File: src/rtl/ahb_ral_cmd_master_if.sv
// Command/response stream plus AHB-Lite master bus for ahb_ral_cmd_master.
// The master modport is the controller's view; slave is the bus/stream partner's view.
interface ahb_ral_cmd_master_if #(
    parameter int AW = 32,
    parameter int DW = 32
);
    logic          cmd_valid;
    logic          cmd_ready;
    logic          cmd_write;
    logic [AW-1:0] cmd_addr;
    logic [DW-1:0] cmd_wdata;
    logic          rsp_valid;
    logic          rsp_ready;
    logic          rsp_write;
    logic [DW-1:0] rsp_rdata;
    logic          rsp_err;
    logic          hsel;
    logic [AW-1:0] haddr;
    logic [1:0]    htrans;
    logic          hwrite;
    logic [2:0]    hsize;
    logic [2:0]    hburst;
    logic [DW-1:0] hwdata;
    logic [DW-1:0] hrdata;
    logic          hready;
    logic          hresp;

    modport master (
        input  cmd_valid, cmd_write, cmd_addr, cmd_wdata, rsp_ready,
        input  hrdata, hready, hresp,
        output cmd_ready, rsp_valid, rsp_write, rsp_rdata, rsp_err,
        output hsel, haddr, htrans, hwrite, hsize, hburst, hwdata
    );

    modport slave (
        output cmd_valid, cmd_write, cmd_addr, cmd_wdata, rsp_ready,
        output hrdata, hready, hresp,
        input  cmd_ready, rsp_valid, rsp_write, rsp_rdata, rsp_err,
        input  hsel, haddr, htrans, hwrite, hsize, hburst, hwdata
    );
endinterface

File: src/rtl/ahb_ral_cmd_master.sv
// AHB-Lite master turning a command stream into single 32-bit NONSEQ transfers,
// with pipelined address/data phases, ERROR retry of the cancelled address and an FWFT response FIFO.
module ahb_ral_cmd_master #(
    parameter int AW        = 32,
    parameter int DW        = 32,
    parameter int RSP_DEPTH = 2
) (
    input logic hclk,
    input logic hreset,
    ahb_ral_cmd_master_if.master bus
);
    localparam int            PW       = (RSP_DEPTH > 1) ? $clog2(RSP_DEPTH) : 1;
    localparam logic [PW-1:0] PTR_LAST = PW'(RSP_DEPTH - 1);
    localparam logic [3:0]    DEPTH_C  = 4'(RSP_DEPTH);

    typedef struct packed {
        logic          write;
        logic [DW-1:0] rdata;
        logic          err;
    } rsp_t;

    logic          a_vld_q, a_vld_d, a_write_q, a_write_d;
    logic [AW-1:0] a_addr_q, a_addr_d;
    logic [DW-1:0] a_wdata_q, a_wdata_d;
    logic          p_vld_q, p_vld_d, p_write_q, p_write_d;
    logic [AW-1:0] p_addr_q, p_addr_d;
    logic [DW-1:0] p_wdata_q, p_wdata_d;
    logic          d_vld_q, d_vld_d, d_write_q, d_write_d;
    logic [DW-1:0] hwdata_q, hwdata_d;
    rsp_t          mem_q [RSP_DEPTH];
    rsp_t          mem_d [RSP_DEPTH];
    logic [PW-1:0] wptr_q, wptr_d, rptr_q, rptr_d;
    logic [3:0]    cnt_q, cnt_d;

    logic          err_c, addr_free, cmd_ready_c, accept, push, pop;
    logic [3:0]    inflight;
    rsp_t          push_entry, head;

    always_comb begin
        err_c       = d_vld_q && bus.hresp;
        inflight    = {3'b000, a_vld_q} + {3'b000, d_vld_q} + {3'b000, p_vld_q};
        // A cancelled address must be re-issued before any new command gets the bus.
        addr_free   = bus.hready && !p_vld_q && !(a_vld_q && err_c);
        cmd_ready_c = !hreset && ((cnt_q + inflight) < DEPTH_C) && addr_free;
        accept      = bus.cmd_valid && cmd_ready_c;
        push        = d_vld_q && bus.hready;
        pop         = (cnt_q != 4'd0) && bus.rsp_ready;

        push_entry.write = d_write_q;
        push_entry.rdata = (d_write_q || bus.hresp) ? '0 : bus.hrdata;
        push_entry.err   = bus.hresp;

        a_vld_d   = a_vld_q;
        a_write_d = a_write_q;
        a_addr_d  = a_addr_q;
        a_wdata_d = a_wdata_q;
        p_vld_d   = p_vld_q;
        p_write_d = p_write_q;
        p_addr_d  = p_addr_q;
        p_wdata_d = p_wdata_q;
        d_vld_d   = d_vld_q;
        d_write_d = d_write_q;
        hwdata_d  = hwdata_q;
        mem_d     = mem_q;
        wptr_d    = wptr_q;
        rptr_d    = rptr_q;
        cnt_d     = cnt_q + {3'b000, push} - {3'b000, pop};

        if (err_c && !bus.hready) begin
            // First ERROR cycle: pull back the pipelined address so the bus goes IDLE.
            if (a_vld_q) begin
                p_vld_d   = 1'b1;
                p_write_d = a_write_q;
                p_addr_d  = a_addr_q;
                p_wdata_d = a_wdata_q;
                a_vld_d   = 1'b0;
            end
        end else if (bus.hready) begin
            d_vld_d = a_vld_q;
            if (a_vld_q) begin
                d_write_d = a_write_q;
                hwdata_d  = a_wdata_q;
            end
            if (p_vld_q) begin
                a_vld_d   = 1'b1;
                a_write_d = p_write_q;
                a_addr_d  = p_addr_q;
                a_wdata_d = p_wdata_q;
                p_vld_d   = 1'b0;
            end else if (accept) begin
                a_vld_d   = 1'b1;
                a_write_d = bus.cmd_write;
                a_addr_d  = {bus.cmd_addr[AW-1:2], 2'b00};
                a_wdata_d = bus.cmd_write ? bus.cmd_wdata : '0;
            end else begin
                a_vld_d = 1'b0;
            end
        end

        if (push) begin
            mem_d[wptr_q] = push_entry;
            wptr_d        = (wptr_q == PTR_LAST) ? '0 : wptr_q + PW'(1);
        end
        if (pop) begin
            rptr_d = (rptr_q == PTR_LAST) ? '0 : rptr_q + PW'(1);
        end
    end

    always_ff @(posedge hclk) begin
        if (hreset) begin
            a_vld_q   <= 1'b0;
            a_write_q <= 1'b0;
            a_addr_q  <= '0;
            a_wdata_q <= '0;
            p_vld_q   <= 1'b0;
            p_write_q <= 1'b0;
            p_addr_q  <= '0;
            p_wdata_q <= '0;
            d_vld_q   <= 1'b0;
            d_write_q <= 1'b0;
            hwdata_q  <= '0;
            mem_q     <= '{default: '0};
            wptr_q    <= '0;
            rptr_q    <= '0;
            cnt_q     <= '0;
        end else begin
            a_vld_q   <= a_vld_d;
            a_write_q <= a_write_d;
            a_addr_q  <= a_addr_d;
            a_wdata_q <= a_wdata_d;
            p_vld_q   <= p_vld_d;
            p_write_q <= p_write_d;
            p_addr_q  <= p_addr_d;
            p_wdata_q <= p_wdata_d;
            d_vld_q   <= d_vld_d;
            d_write_q <= d_write_d;
            hwdata_q  <= hwdata_d;
            mem_q     <= mem_d;
            wptr_q    <= wptr_d;
            rptr_q    <= rptr_d;
            cnt_q     <= cnt_d;
        end
    end

    assign head          = mem_q[rptr_q];
    assign bus.cmd_ready = cmd_ready_c;
    assign bus.rsp_valid = (cnt_q != 4'd0);
    assign bus.rsp_write = bus.rsp_valid & head.write;
    assign bus.rsp_rdata = bus.rsp_valid ? head.rdata : '0;
    assign bus.rsp_err   = bus.rsp_valid & head.err;
    assign bus.hsel      = a_vld_q;
    assign bus.htrans    = a_vld_q ? 2'b10 : 2'b00;
    assign bus.haddr     = a_addr_q;
    assign bus.hwrite    = a_write_q;
    assign bus.hsize     = 3'b010;
    assign bus.hburst    = 3'b000;
    assign bus.hwdata    = hwdata_q;
endmodule
File: src/flat_wrapper.sv
// flat-port wrapper written by rule: the top's interface ports become plain ports
module ahb_ral_cmd_master_flat 
#(
    parameter int AW        = 32,
    parameter int DW        = 32,
    parameter int RSP_DEPTH = 2
)
  (hclk, hreset, bus_cmd_valid, bus_cmd_write, bus_cmd_addr, bus_cmd_wdata, bus_rsp_ready, bus_hrdata, bus_hready, bus_hresp, bus_cmd_ready, bus_rsp_valid, bus_rsp_write, bus_rsp_rdata, bus_rsp_err, bus_hsel, bus_haddr, bus_htrans, bus_hwrite, bus_hsize, bus_hburst, bus_hwdata);
  ahb_ral_cmd_master_if #(.AW(AW), .DW(DW)) bus_i ();
  input logic hclk;
  input logic hreset;
  input wire logic [$bits(bus_i.cmd_valid)-1:0] bus_cmd_valid;
  input wire logic [$bits(bus_i.cmd_write)-1:0] bus_cmd_write;
  input wire logic [$bits(bus_i.cmd_addr)-1:0] bus_cmd_addr;
  input wire logic [$bits(bus_i.cmd_wdata)-1:0] bus_cmd_wdata;
  input wire logic [$bits(bus_i.rsp_ready)-1:0] bus_rsp_ready;
  input wire logic [$bits(bus_i.hrdata)-1:0] bus_hrdata;
  input wire logic [$bits(bus_i.hready)-1:0] bus_hready;
  input wire logic [$bits(bus_i.hresp)-1:0] bus_hresp;
  output wire logic [$bits(bus_i.cmd_ready)-1:0] bus_cmd_ready;
  output wire logic [$bits(bus_i.rsp_valid)-1:0] bus_rsp_valid;
  output wire logic [$bits(bus_i.rsp_write)-1:0] bus_rsp_write;
  output wire logic [$bits(bus_i.rsp_rdata)-1:0] bus_rsp_rdata;
  output wire logic [$bits(bus_i.rsp_err)-1:0] bus_rsp_err;
  output wire logic [$bits(bus_i.hsel)-1:0] bus_hsel;
  output wire logic [$bits(bus_i.haddr)-1:0] bus_haddr;
  output wire logic [$bits(bus_i.htrans)-1:0] bus_htrans;
  output wire logic [$bits(bus_i.hwrite)-1:0] bus_hwrite;
  output wire logic [$bits(bus_i.hsize)-1:0] bus_hsize;
  output wire logic [$bits(bus_i.hburst)-1:0] bus_hburst;
  output wire logic [$bits(bus_i.hwdata)-1:0] bus_hwdata;
  assign bus_i.cmd_valid = bus_cmd_valid;
  assign bus_i.cmd_write = bus_cmd_write;
  assign bus_i.cmd_addr = bus_cmd_addr;
  assign bus_i.cmd_wdata = bus_cmd_wdata;
  assign bus_i.rsp_ready = bus_rsp_ready;
  assign bus_i.hrdata = bus_hrdata;
  assign bus_i.hready = bus_hready;
  assign bus_i.hresp = bus_hresp;
  assign bus_cmd_ready = bus_i.cmd_ready;
  assign bus_rsp_valid = bus_i.rsp_valid;
  assign bus_rsp_write = bus_i.rsp_write;
  assign bus_rsp_rdata = bus_i.rsp_rdata;
  assign bus_rsp_err = bus_i.rsp_err;
  assign bus_hsel = bus_i.hsel;
  assign bus_haddr = bus_i.haddr;
  assign bus_htrans = bus_i.htrans;
  assign bus_hwrite = bus_i.hwrite;
  assign bus_hsize = bus_i.hsize;
  assign bus_hburst = bus_i.hburst;
  assign bus_hwdata = bus_i.hwdata;
  ahb_ral_cmd_master #(.AW(AW), .DW(DW), .RSP_DEPTH(RSP_DEPTH)) u_core (.hclk(hclk), .hreset(hreset), .bus(bus_i));
endmodule
File: config.mk
export PLATFORM = sky130hd
export DESIGN_NAME = ahb_ral_cmd_master_flat
export DESIGN_NICKNAME = d
export VERILOG_FILES = /design/src/rtl/ahb_ral_cmd_master_if.sv /design/src/rtl/ahb_ral_cmd_master.sv /design/src/flat_wrapper.sv
export SDC_FILE = /design/constraint.sdc
export NUM_CORES = 1
export LEC_CHECK = 0
export CAP_MARGIN = 10
export CORE_AREA = 2 2 140 142
export DETAILED_ROUTE_END_ITERATION = 8
export DIE_AREA = 0 0 142 144
export PLACE_DENSITY = 0.84
export SLEW_MARGIN = 0
export SYNTH_ARGS = -nofsm -noshare
export SYNTH_HDL_FRONTEND = slang
export SYNTH_SLANG_ARGS = --single-unit
export TNS_END_PERCENT = 30
File: constraint.sdc
create_clock -name hclk -period 8.85 [get_ports hclk]
set_clock_uncertainty 0.1 [all_clocks]
set_input_delay 1.77 -clock hclk [delete_from_list [all_inputs] [get_ports hclk]]
set_output_delay 1.77 -clock hclk [all_outputs]
set_load 0.02 [all_outputs]
After elaboration in Yosys (flattened, before gate mapping). Index checks and enable logic that the tools add are counted.

Register bits after elaboration: 240. Input port bits: 103. Output and inout bits: 110. Logic and storage cells: 85.

$add $sub $neg: 7. Order comparisons: 4. Eq/ne operators: 1. Mux-type cells: 23. Bitwise gates (word level): 5. Reduce and logical (&&, ||, !) cells: 25.

Operators with widths (count): 2-to-1 mux 32 bit (7); 2-to-1 mux 34 bit (4); bitwise mux 68 bit (1); demux 34 bit (select 1 bit) (1); logical AND 1 bit (11); 2-to-1 mux 1 bit (9); adder 4 x 1 -> 4 bit (2); AND reduction 2 bit (3); AND reduction 3 bit (2); adder 4 bit (1); >= comparator 2 bit (second input constant) (2); zero test 1 bit (4); < comparator 4 x 2 -> 1 bit (second input constant) (1); inverter 1 -> 2 bit (2); nonzero test 2 bit (2); nonzero test 4 bit (1); subtractor 4 x 1 -> 4 bit (1); adder 1 bit (second input constant) (2); adder 1 x 1 -> 2 bit (1); AND 1 bit (2); < comparator 2 x 1 -> 1 bit (second input constant) (1); 2-to-1 mux 2 bit (1); inequality test 2 x 1 -> 1 bit (second input constant) (1); OR reduction 2 bit (1); 2 further kinds (2).

Longest topological paths before layout.
Depth in word-level cells: 9. Depth in mapped cells: 13.

Least setup slack after synthesis. No wires, ideal clock.

Path type: register to output. Start: register u_core.p_vld_q. End: output bus_cmd_ready. Arrival time: 2.634 ns. Required time: 6.980 ns. Path slack: 4.346 ns. Cell stages (with the launch flop): 10. Buffers on the path: 3. Path through: dfxtp_1 -> clkbuf_1 -> clkbuf_1 -> clkbuf_1 -> a21oi_1 -> fa_1 -> nand3b_1 -> nor2_1 -> nand2_1 -> nor3_1.

Word-level cells in the longest chain between the ends: 5.

RTL lines: from (decl) (RTL line ahb_ral_cmd_master.sv:25) `logic p_vld_q, p_vld_d, p_write_q, p_write_d;`; from (signal assigned) (RTL line ahb_ral_cmd_master.sv:131) `p_vld_q <= p_vld_d;`; adder 4 x 1 -> 4 bit (RTL line ahb_ral_cmd_master.sv:41) `inflight = {3'b000, a_vld_q} + {3'b000, d_vld_q} + {3'b000, p_vld_q};`; adder 4 bit (RTL line ahb_ral_cmd_master.sv:44) `cmd_ready_c = !hreset && ((cnt_q + inflight) < DEPTH_C) && addr_free;`; < comparator 4 x 2 -> 1 bit (RTL line ahb_ral_cmd_master.sv:44); logical AND 1 bit (RTL line ahb_ral_cmd_master.sv:44); logical AND 1 bit * (RTL line ahb_ral_cmd_master.sv:44); to (decl) (RTL line flat_wrapper.sv:20) `output wire logic [$bits(bus_i.cmd_ready)-1:0] bus_cmd_ready;`.

Mark *: on every way between the ends. The rest lies on a longest branch, timed or not.

Final worst setup path.
Start: input bus_hready. End: output bus_cmd_ready.

Word-level cells in the longest chain between the ends: 3.

RTL lines: from (decl) (RTL line flat_wrapper.sv:18) `input wire logic [$bits(bus_i.hready)-1:0] bus_hready;`; logical AND 1 bit (2 in a row) (RTL line ahb_ral_cmd_master.sv:43) `addr_free = bus.hready && !p_vld_q && !(a_vld_q && err_c);`; logical AND 1 bit (RTL line ahb_ral_cmd_master.sv:44).

Every way passes these cells.

==> summary.md <==
| Metric | Value |
|---|---|
| Row Count | 51 |
| Clock network power share | 42.9% |
| Worst slew pin tran | 1018 ps |
| CTS tree | yes |
| CP required | 6980 ps |
| YS warnings | 0 |
| Global-route wire length before repair | 42030 um |
| Period utilisation layout | 63.74% |
| Top-count cell post-synth | nand2_1 |
| Worst r2r path cells | 9 |
| Clk sink count | 240 |
| Syn_area_per_cell | 8.199 um^2 |
| Final Setup Violations | 0 |
| RSZ-0062 raised after global routing | false |
| Worst Hold Launch | u_core.p_addr_q[9] |
| Fin cells | 1641 |
| # hold bufs at CTS | 0 |
| Status | finished, final reports clean |
| Number of global-route vias before repair | 8739 |
| Synth Area in XOR/XNOR | 0.3429% |
| Worst Hold Depth | 2 |
| Startpoint types | primary input |
| Largest net degree at the start of global routing | 95 |
| Detail Placement HPWL | 15530 um |
| Switching share of power | 25.37% |
| Shortest period the worst path allows | 5641 ps |
| Crit Path Class | primary input to output port |
| Switch Pwr | 659.6 uW |
| Final WL | 26150 um |
| Sequential power share | 43.6% |
| Top_reg_cell synth | dfxtp_1 |
| Power Internal | 1941 uW |
| Post-synthesis sequential area ratio | 47.03% |
| Final antenna-violating net count | 0 |
| Yosys reg bits | 240 |
| DRC | 0 |
| RePlAce Congestion | 0.7806 |
| Hold endpoint | u_core.p_addr_q[9] |
| Vias/cell | 5.527 |
| Reg2reg start | u_core.bus.hsel |
| Slew headroom | 32.16% |
| Gr ovfl total | 0 |
| Worst-path clk slew | 60 ps |
| Area Growth Syn to Fin | 28.56% |
| CTS HTree Levels | 1 |
| Die width | 142 um |
| Clock latency on the worst-skew pair | 520 ps |
| Hold/Removal Path Class | register to register |
| Synth async-reset ratio | 0% |
| Total CTS buffers | 26 |
| Slew Viols, Final | 0 |
| CP delay by family, top | buffers and inverters |
| Multiplexer share of the synthesized area | 10.70% |
| Pre-Repair DR Iteration Count | 5 |
| Worst R2R End | u_core.a_wdata_q[10] |
| Post-synth top area share | 47.03% |
| # resized after CTS | 0 |
| Max-cap violations | 0 |
| # fillers | 1504 |
| GRT Overall Usage | 24.76% |
| Nets | 1496 |
| Placed cells | 1593 |
| Worst R2R Setup Slack | 4880 ps |
| Pwr Density | 198.0 nW/um^2 |
| FMAX | 177.3 MHz |
| Setup crit end kind | output port |
| Post-CTS setup buffer count | 0 |
| Die area | 20450 um^2 |
| Clock root buffer | clkbuf_16 |
| Crit path max-delay cell type | clkdlybuf4s50_1 |
| CP max stage delay | 710 ps |
| Peak supply drop | 0.0001338 V |
| Cells after Synth | 1246 |
| Initial antenna violation count | 1 |
| Chip Height | 144 um |
| Netlist area before placement | 10220 um^2 |
| Cell repeated most along the worst path | clkdlybuf4s50_1 |
| Critical-path maximum fanout | 12 |
| Vias | 9070 |
| Power share of the combinational group | 13.5% |
| Final instance area | 13130 um^2 |
| Routed WL per cell | 15.93 um |
| Simple-Gate Fraction of Synth Area | 22.22% |
| Worst-path cell chain | clkdlybuf4s50_1, nand3b_1, nor2_1, nand2_1, nor3_1, clkdlybuf4s50_1 |
| Post-synthesis adder-cell area fraction | 1.372% |
| Iter 0 DRT Violations | 525 |
| WHS | 347.3 ps |
| Initial cell density of the core | 53.54% |
| Core outline area | 19080 um^2 |
| Hold Fails Final Rpt | 0 |
| PortBufs | 203 |
| Layout cells sized above 1 | 7.484% |
| Main area contributors after synthesis | dfxtp_1 47%, nand2_1 11%, a21oi_1 8.3% |
| Netlist cell types | 37 |
| Largest family of logic cells by synthesized area | simple AND/OR/NAND/NOR gates |
| Leakage | 0.004725 uW |
| EDFF count, synth | 0 |
| Synth Area in Compound Gates | 13.30% |
| Post-DP Area | 12240 um^2 |
| TNS Setup | 0 ps |
| Commonest cells post-synth | 304 x nand2_1, 240 x dfxtp_1, 170 x a21oi_1 |
| Clock Tree Buf Depth | 3 |
| Power, Total | 2600 uW |
| Post-synth top area cell | dfxtp_1 |
| I/O Pins | 213 |
| Antenna Cells | 0 |
| Crit path buf inv count | 2 |
| CP arrival | 3770 ps |
==> kinds of logic after synthesis <==
| family | count (synthesis) |
|---|---|
| compound gates | 237 |
| xor+xnor | 4 |
| fa+ha+maj | 10 |
| buf+inv | 123 |
| flops | 240 |
| mux | 101 |
| other cells | 2 |
| simple gates | 529 |
==> sequential cells by signal (all words and copies together) (netlist names) <==
name and count:
u_core.wptr_q 1, u_core.rptr_q 1, u_core.bus.haddr 32, u_core.p_addr_q 32
u_core.a_wdata_q 32, u_core.bus.hsel 1, u_core.d_vld_q 1, u_core.mem_q 68
u_core.cnt_q 4, u_core.d_write_q 1, u_core.bus.hwrite 1, u_core.bus.hwdata 32
u_core.p_write_q 1, u_core.p_vld_q 1, u_core.p_wdata_q 32
==> per-stage QoR <==
stage | utilization (%) | worst slack, ps
4_1_cts | 68.84 | 3216
3_3_place_gp | 64.14 | 3290
5_1_grt | 68.84 | 3076
3_5_place_dp | 64.14 | 3283
2_1_floorplan | - | 4346
6_report | 68.84 | 3209
==> worst max-delay path by stage <==
stage	from	to	slack [ps]	cells after the start
finish	bus_hready	bus_cmd_ready	3210	6
global route	bus_hready	bus_cmd_ready	3080	6
CTS	bus_hresp	bus_cmd_ready	3220	5
detailed placement	bus_hresp	bus_cmd_ready	3280	5
global placement	bus_hready	bus_cmd_ready	3290	6
floorplan	u_core.p_vld_q	bus_cmd_ready	4350	9
==> power groups by stage <==
stage	logic [uW]	registers, uW	clock network [uW]
after CTS	352	1130	1130
after floorplan	244	1140	0
after detailed placement	350	1160	0
after global placement	344	1160	0
final	350	1130	1120
after global routing	383	1140	1170
==> placed cells by master, fill, tap and decap left out, types with 3 or more instances in the layout <==
| cell type | count |
|---|---|
| xnor2_1 | 3 |
| o211ai_1 | 26 |
| mux2_2 | 26 |
| clkinv_2 | 4 |
| and2_1 | 3 |
| nor3_1 | 3 |
| nand2b_1 | 27 |
| a22oi_1 | 31 |
| buf_4 | 13 |
| nand2_1 | 304 |
| clkdlybuf4s50_1 | 202 |
| inv_1 | 11 |
| dfxtp_1 | 238 |
| clkbuf_8 | 8 |
| clkbuf_1 | 6 |
| conb_1 | 7 |
| nor2b_1 | 38 |
| a21oi_1 | 170 |
| nand3_1 | 64 |
| ha_1 | 8 |
| nor2_1 | 77 |
| mux2_4 | 10 |
| clkbuf_16 | 27 |
| and3_1 | 4 |
| mux2i_1 | 65 |
==> worst min-delay path: stages (launching register included) <==
cell	delay, ps
dfxtp_1	300
nand2_1	50
a21oi_1	50
==> area by class of cell <==
cell class / instances / area [um^2] / area share (%)
clock buffer: 41 / 808.3 / 6.154
clock inverter: 7 / 87.58 / 0.6669
inverter: 11 / 41.29 / 0.3144
multi-input combinational: 888 / 4959 / 37.75
sequential: 240 / 4810 / 36.62
tap: 238 / 297.8 / 2.267
timing repair buffer: 216 / 2131 / 16.22
==> per-layer routing <==
layer	vias to the layer above	part of all wire, %	wire length [um]	global-route usage [%]
met4	2	2.3	610	7.316
met3	52	8.1	2129	6.258
li1	4413	-	-	-
met1	4325	41	10760	30.48
met2	278	48	12630	42.97
met5	-	0.050	13	0
Note: power is estimated with default switching activity, not from simulation.
